==> src/rtl/tomasulo_regfile.sv <==
// Architectural register file with per-register rename status (busy + producer tag)
// for the Tomasulo core. Supplies operands or producer tags at issue, captures CDB
// results, forwards a same-cycle CDB broadcast onto the read ports, and tracks how
// many registers are currently waiting on a producer.
//
// Interface semantics: there is no backpressure. iss_valid and cdb_valid are
// single-cycle strobes sampled on the rising clock edge. No ready signal is
// returned. Read ports are combinational and always valid.
module tomasulo_regfile #(
    parameter int DATA_W = 32,
    parameter int NREG   = 32,
    parameter int AW     = $clog2(NREG),
    parameter int TAG_W  = 4
) (
    input  logic              clk,
    input  logic              rst_n,
    input  logic [AW-1:0]     rs1_addr,
    output logic [DATA_W-1:0] rs1_data,
    output logic              rs1_busy,
    output logic [TAG_W-1:0]  rs1_tag,
    input  logic [AW-1:0]     rs2_addr,
    output logic [DATA_W-1:0] rs2_data,
    output logic              rs2_busy,
    output logic [TAG_W-1:0]  rs2_tag,
    input  logic [AW-1:0]     dbg_addr,
    output logic [DATA_W-1:0] dbg_data,
    input  logic              iss_valid,
    input  logic [AW-1:0]     iss_rd,
    input  logic [TAG_W-1:0]  iss_tag,
    input  logic              cdb_valid,
    input  logic [TAG_W-1:0]  cdb_tag,
    input  logic [DATA_W-1:0] cdb_data,
    input  logic              flush,
    output logic [AW:0]       busy_cnt
);

    logic [DATA_W-1:0] regs [NREG];
    logic [TAG_W-1:0]  tags [NREG];
    logic [NREG-1:0]   busy;
    logic [AW:0]       busy_cnt_q;

    logic [NREG-1:0]   cdb_hit;
    logic [NREG-1:0]   iss_hit;
    logic [AW:0]       clr_cnt;
    logic              set_new;
    logic [AW:0]       cnt_next;

    logic [AW-1:0]     rd_addr [2];
    logic [DATA_W-1:0] rd_data [2];
    logic [1:0]        rd_busy;
    logic [TAG_W-1:0]  rd_tag  [2];

    assign rd_addr[0] = rs1_addr;
    assign rd_addr[1] = rs2_addr;

    // Per-register CDB match and issue target; register 0 never matches either.
    // The count delta only removes CDB clears that are not immediately re-set by issue.
    always_comb begin
        cdb_hit = '0;
        iss_hit = '0;
        clr_cnt = '0;
        for (int i = 1; i < NREG; i++) begin
            cdb_hit[i] = busy[i] && cdb_valid && (tags[i] == cdb_tag);
            iss_hit[i] = iss_valid && !flush && (iss_rd == AW'(i));
            if (cdb_hit[i] && !iss_hit[i]) begin
                clr_cnt = clr_cnt + (AW+1)'(1);
            end
        end
        set_new  = iss_valid && !flush && (iss_rd != '0) && !busy[iss_rd];
        cnt_next = busy_cnt_q + {{AW{1'b0}}, set_new} - clr_cnt;
    end

    // State update: CDB writes data, issue renames (wins over CDB clear), flush clears busy.
    always_ff @(posedge clk or negedge rst_n) begin
        if (!rst_n) begin
            for (int i = 0; i < NREG; i++) begin
                regs[i] <= '0;
                tags[i] <= '0;
            end
            busy       <= '0;
            busy_cnt_q <= '0;
        end else begin
            busy[0] <= 1'b0;
            for (int i = 1; i < NREG; i++) begin
                if (cdb_hit[i]) begin
                    regs[i] <= cdb_data;
                end
                if (iss_hit[i]) begin
                    tags[i] <= iss_tag;
                end
                if (flush) begin
                    busy[i] <= 1'b0;
                end else if (iss_hit[i]) begin
                    busy[i] <= 1'b1;
                end else if (cdb_hit[i]) begin
                    busy[i] <= 1'b0;
                end
            end
            busy_cnt_q <= flush ? '0 : cnt_next;
        end
    end

    // Combinational operand read with same-cycle CDB forwarding; state is pre-edge.
    always_comb begin
        for (int p = 0; p < 2; p++) begin
            rd_data[p] = regs[rd_addr[p]];
            rd_busy[p] = 1'b0;
            rd_tag[p]  = '0;
            if (rd_addr[p] == '0) begin
                rd_data[p] = '0;
            end else if (busy[rd_addr[p]]) begin
                if (cdb_valid && (tags[rd_addr[p]] == cdb_tag)) begin
                    rd_data[p] = cdb_data;
                end else begin
                    rd_busy[p] = 1'b1;
                    rd_tag[p]  = tags[rd_addr[p]];
                end
            end
        end
    end

    assign rs1_data = rd_data[0];
    assign rs1_busy = rd_busy[0];
    assign rs1_tag  = rd_tag[0];
    assign rs2_data = rd_data[1];
    assign rs2_busy = rd_busy[1];
    assign rs2_tag  = rd_tag[1];
    assign dbg_data = regs[dbg_addr];
    assign busy_cnt = busy_cnt_q;

endmodule

==> config.mk <==
export PLATFORM = sky130hd
export DESIGN_NAME = tomasulo_regfile
export DESIGN_NICKNAME = d
export VERILOG_FILES = /design/src/rtl/tomasulo_regfile.sv
export SDC_FILE = /design/constraint.sdc
export NUM_CORES = 2
export LEC_CHECK = 0
export CORE_ASPECT_RATIO = 0.5
export CORE_UTILIZATION = 30
export CTS_CLUSTER_SIZE = 30
export DETAILED_ROUTE_END_ITERATION = 8
export GPL_TIMING_DRIVEN = 0
export PLACE_DENSITY_LB_ADDON = 0.08
export SLEW_MARGIN = 10
export SYNTH_ARGS = -nofsm -noshare
export SYNTH_HDL_FRONTEND = slang
export SYNTH_SLANG_ARGS = --single-unit
==> constraint.sdc <==
create_clock -name clk -period 19.96 [get_ports clk]
set_clock_uncertainty 0.1 [all_clocks]
set_input_delay 4.99 -clock clk [delete_from_list [all_inputs] [get_ports clk]]
set_output_delay 4.99 -clock clk [all_outputs]
set_load 0.1 [all_outputs]
## After elaboration in Yosys (flattened, before gate mapping)

Index checks and enable logic that the tools add are counted.

- Register bits after elaboration: 1153
- Bits in latches: 0
- Bits in writable memories: 0
- Bits in read-only memories: 0
- Input bits: 65
- Output and inout bits: 112
- Memories kept: 0

- $add $sub $neg: 32
- Multipliers: 0
- Div/mod/pow operators: 0
- $lt $le $gt $ge: 6
- Equality and inequality tests: 64
- Shift operators: 0
- Mux-type cells: 164
- Bitwise logic cells: 3
- Reduce and logical (&&, ||, !) cells: 196

Operators by type and width:

| cell | count |
|---|---|
| binary-select mux 32 bit (select 5 bit) | 3 |
| two-way mux 32 bit | 12 |
| two-way mux 6 bit | 31 |
| adder 6 x 1 -> 6 bit, second input constant | 30 |
| == test 4 bit | 33 |
| logical AND 1 bit | 129 |
| two-way mux 1 bit | 103 |
| nonzero test 3 bit | 31 |
| == test 5 bit, second input constant | 16 |
| binary-select mux 4 bit (select 5 bit) | 2 |
| == test 5 x 4 -> 1 bit, second input constant | 8 |
| two-way mux 4 bit | 10 |
| logical NOT 1 bit | 33 |
| == test 5 x 3 -> 1 bit, second input constant | 4 |
| >= comparator 6 bit, second input constant | 3 |
| < comparator 5 x 6 -> 1 bit, second input constant | 3 |
| NOT 5 -> 6 bit | 3 |
| binary-select mux 1 bit (select 5 bit) | 3 |
| == test 5 x 2 -> 1 bit, second input constant | 2 |
| logical NOT 5 bit | 2 |
| adder 6 x 1 -> 6 bit | 1 |
| subtractor 6 bit | 1 |
| == test 5 x 1 -> 1 bit, second input constant | 1 |
| nonzero test 5 bit | 1 |

## Longest topological paths before layout

- Word-level depth: 68
- Mapped depth: 103
- Mapped depth without buffers: 98

## Least setup slack after synthesis

Ideal clock, no wire load.

- Kind: input to register
- From: input port cdb_tag[3]
- To: register busy_cnt_q[5], in the netlist busy_cnt[5]
- Library setup time: 0.072 ns
- Arrival time: 23.275 ns
- Data required time: 19.788 ns
- Slack: -3.486 ns
- Stages on the path: 99
- Cells stage by stage: buf_2 -> buf_2 -> buf_2 -> buf_1 -> xor2_1 -> nor3_1 -> nand4_1 -> clkbuf_1 -> nor2b_1 -> inv_1 -> ha_1 -> xor2_1 -> inv_1 -> ha_1 -> nand2_1 -> nand2_1 -> ha_1 -> mux2_2 -> (+63 left out) -> ha_1 -> mux2_2 -> ha_1 -> mux2i_1 -> ha_1 -> ha_1 -> a21o_1 -> a21oi_1 -> o21bai_1 -> a21oi_1 -> xnor2_1 -> xnor2_1 -> xnor2_1 -> xnor2_1 -> xnor2_1 -> xnor2_1 -> xnor3_1 -> nor2_1

- Cells in the longest elaborated chain, start to end: 66

RTL lines:

| item | line | RTL |
|---|---|---|
| start, declared | 31 | `input logic [TAG_W-1:0] cdb_tag,` |
| == test 4 bit | 63 | `cdb_hit[i] = busy[i] && cdb_valid && (tags[i] == cdb_tag);` |
| logical AND 1 bit | 63 |  |
| logical AND 1 bit | 65 | `if (cdb_hit[i] && !iss_hit[i]) begin` |
| two-way mux 1 bit | 65 |  |
| adder 6 x 1 -> 6 bit | 66 | `clr_cnt = clr_cnt + (AW+1)'(1);` |
| two-way mux 6 bit | 65 |  |
| adder 6 x 1 -> 6 bit | 66 |  |
| two-way mux 6 bit | 65 |  |
| (+50 left out) | - |  |
| adder 6 x 1 -> 6 bit | 66 |  |
| two-way mux 6 bit | 65 |  |
| adder 6 x 1 -> 6 bit | 66 |  |
| two-way mux 6 bit | 65 |  |
| adder 6 x 1 -> 6 bit | 66 |  |
| two-way mux 6 bit * | 65 |  |
| subtractor 6 bit * | 70 | `cnt_next = busy_cnt_q + {{AW{1'b0}}, set_new} - clr_cnt;` |
| two-way mux 6 bit * | 99 | `busy_cnt_q <= flush ? '0 : cnt_next;` |
| end signal, assigned | 99 |  |
| end, declared | 40 | `logic [AW:0] busy_cnt_q;` |

Mark *: on every way between the ends. The rest lies on a longest branch, timed or not.
A chain may end at the register's enable or synchronous reset.

## Worst setup path after layout

- From: input port iss_rd[3]
- To: register busy_cnt_q[5], in the netlist busy_cnt[5]

- Cells in the longest elaborated chain, start to end: 67

RTL lines:

| item | line | RTL |
|---|---|---|
| start, declared | 28 | `input logic [AW-1:0] iss_rd,` |
| == test 5 x 1 -> 1 bit | 64 | `iss_hit[i] = iss_valid && !flush && (iss_rd == AW'(i));` |
| logical AND 1 bit | 64 |  |
| logical NOT 1 bit | 65 |  |
| logical AND 1 bit | 65 |  |
| two-way mux 1 bit | 65 |  |
| adder 6 x 1 -> 6 bit | 66 |  |
| two-way mux 6 bit | 65 |  |
| adder 6 x 1 -> 6 bit | 66 |  |
| (+51 left out) | - |  |
| adder 6 x 1 -> 6 bit | 66 |  |
| two-way mux 6 bit | 65 |  |
| adder 6 x 1 -> 6 bit | 66 |  |
| two-way mux 6 bit | 65 |  |
| adder 6 x 1 -> 6 bit | 66 |  |
| two-way mux 6 bit | 65 |  |
| subtractor 6 bit * | 70 |  |
| two-way mux 6 bit * | 99 |  |

Mark *: on every way between the ends. The rest lies on a longest branch, timed or not. The select of a mux whose other input is x is not followed.

==> qor.yml <==
yosys_warnings: 36
synth_edf_count: 0
yosysTopAreaCellShare_pct: 37.91
finalSetupViolCount: 5
fin_cells: 9385
gr-total-overflow: 0
cp_common_cell: "ha_1"
cts-htree-levels: 4
status: "finished, violations left"
synth-async-reset-ratio_pct: 100.0
core-area_mm2: 0.2516
finalWorstSetupSlack_ns: -1.994
seq_area_frac_synth_pct: 37.91
vias: 57460
multi_input_area_mm2: 0.04571
avgSynthCellArea_um2: 13.82
syn_nets: 5612
drt-pass1-iter-count: 6
start_kind: "input pin"
clockBufferDepth: 4
grt_usage_pct: 28.29
synth_common_cells: "mux2_2 (1179), dfrtp_1 (1153), mux4_2 (884)"
p_per_area_mw_per_mm2: 70.57
vdd_drop_max_mv: 0.05681
synth_area_leaders: "dfrtp_1 (38%), mux4_2 (26%), mux2_2 (17%)"
drc_errors: 0
rsz0062_at_grt: "true"
worstMarginPinSlew_ns: 1.464
cp.arrival_ns: 22.60
clock_sinks: 1153
die_w_um: 714.3
cp-end-kind: "flip-flop"
cts-root-buf: "clkbuf_16"
max_slew_margin_pct: 2.370
cts_tree: "done"
cts_hold_buf: 0
drt_iter0_markers: 6721
grt_start_max_net_pins: 158
min_path_type: "flip-flop to flip-flop"
path_clk_slew_ns: 0.06
vias_per_cell: 6.123
clkLatencyLatePin_ns: 0.82
gp_congestion: 0.9134
dieArea_mm2: 0.2559
synth.most_common_cell: "mux2_2"
layout_min_cycle_time_ns: 21.95
total_power_mw: 6.290
fin_hold_ws_ns: 0.4075
drive_above_1_share_pct: 45.70
critPathKind: "input pin to flip-flop"
die_y_um: 358.2
grt_pass1_vias: 58270
ys_ff_latch: 1153
cts_made_buffers: 139
antenna_found_initial: 22
yosys_most_used_dff: "dfrtp_1"
seqCellArea_mm2: 0.02885
post-place-ws_ns: -6.589
p_leak_nw: 38.65
drv_slew: 0
reg2reg_slack_ns: 2.19
max_freq_mhz: 45.55
synth_top_cell_by_area: "dfrtp_1"
crit_path_max_incr_delay_ns: 0.66
start_util_pct: 30.25
wirelength_um: 366400
fillers: 24320
critPathMaxFanout: 6
maxCapViolCount: 0
timing.final.hold_violations: 0
timing.final.crit_share_pct: 110.0
synth_cells: 5506
placedCellCount: 9075
area_growth_pct: 17.10
final_antenna_net_count: 0
violations: "negative setup slack"
critPathSlowestCell: "clkdlybuf4s50_1"
grt_pass1_wl_um: 497700
synth_cell_type_count: 93
num_io_pins: 177
fin_nets: 6026
port_buffers: 158
rows: 130
cp.required_ns: 20.61
syn_area_mm2: 0.07611
dp_hpwl_um: 270200
drt-wirelength-per-cell_um: 39.04
==> flip-flops by register name, summed over array words and instances (netlist names) <==
register and cells:
busy_cnt 6, busy 31, tags 124, regs 992
==> critical path, delay by kind of cell <==
family,cells,cell delay [ns]
multiplexers,7,1.30
AO/OA/AOI/OAI,27,4.03
AND/OR/NAND/NOR,21,2.59
XOR/XNOR,17,3.23
adder cells (fa/ha/maj),19,5.37
buffers and inverters,5,0.98
==> metal layers <==
metal / up-vias / part of all wire (%) / track usage [%]
li1: 22440 / - / -
met1: 31470 / 44 / 39.97
met2: 2912 / 44 / 42.60
met3: 641 / 8.0 / 5.696
met4: 2 / 4.7 / 11.57
met5: - / 0.0033 / 0
==> repair_timing <==
action | in CTS | in global routing
endpoints found under the hold margin | 0 | 0
gates resized for setup | 99 | 27
setup buffers | 59 | 14
pin swaps | 55 | 62
setup endpoints to repair | 5 | 5
==> area by class of cell <==
type	instances	share of cell area, %
Tap cell	3366	4.725
Buffer	543	2.840
Multi-Input combinational cell	3767	51.28
Sequential cell	1153	32.37
Clock inverter	35	0.5278
Inverter	39	0.1642
Timing Repair Buffer	277	3.442
Clock buffer	201	4.633
Antenna cell	4	0.01123
==> final timing paths <==
kind | start | end | cells past startpoint
worst max register to register | tags[123] | busy_cnt[5] | 97
worst min register to register | regs[563] | regs[563] | 2
worst min-delay path | regs[563] | regs[563] | 2
max in group asynchronous | rst_n | regs[689] | 5
min in group asynchronous | rst_n | tags[64] | 2
worst max-delay path | iss_rd[3] | busy_cnt[5] | 96
==> cell usage in the layout, fill, tap and decap left out, types with 51 or more instances in the layout <==
master | synthesis | layout
clkbuf_2 | 0 | 117
nand2_1 | 321 | 312
a22o_1 | 56 | 56
nor2b_1 | 62 | 61
buf_4 | 2 | 75
o21ai_0 | 94 | 84
nor2_1 | 120 | 112
nand3_1 | 53 | 51
buf_2 | 19 | 61
mux2_2 | 1179 | 1175
clkbuf_1 | 428 | 343
a21oi_1 | 112 | 103
mux2i_1 | 161 | 159
clkdlybuf4s50_1 | 0 | 153
xnor2_1 | 130 | 116
dfrtp_1 | 1153 | 1153
mux4_2 | 884 | 884
xor2_1 | 115 | 112
clkbuf_16 | 0 | 146
==> report_power, final <==
| part | internal, mW | switching (mW) |
|---|---|---|
| Clock | 1.58 | 1.13 |
| Sequential | 2.42 | 0.0949 |
| Combinational | 0.391 | 0.678 |
| Total | 4.38 | 1.91 |
==> per-stage QoR <==
step | util, % | TNS, ns | instance area, µm²
after detailed placement | 33.14 | -24.00 | 83390
after CTS | 35.30 | -2.331 | 88810
after floorplan | - | -2.726 | 76470
after global routing | 35.42 | -7.271 | 89120
after global placement | 32.69 | - | 82270
final | 35.42 | -3.627 | 89130
==> logic make-up (layout without fill, tap and decap cells) <==
group | after synthesis | in the layout | synth area share, %
adders and majority gates | 42 | 42 | 0.6970
and+or+nand+nor | 729 | 729 | 4.517
DFF | 1153 | 1153 | 37.91
other | 0 | 4 | 0
xor gates and xnor gates | 274 | 274 | 3.646
buffers and inverters | 586 | 1095 | 2.941
AOI/OAI and AO/OA | 497 | 497 | 4.560
muxes | 2225 | 2225 | 45.73
Power figures use the tool's default switching activity.
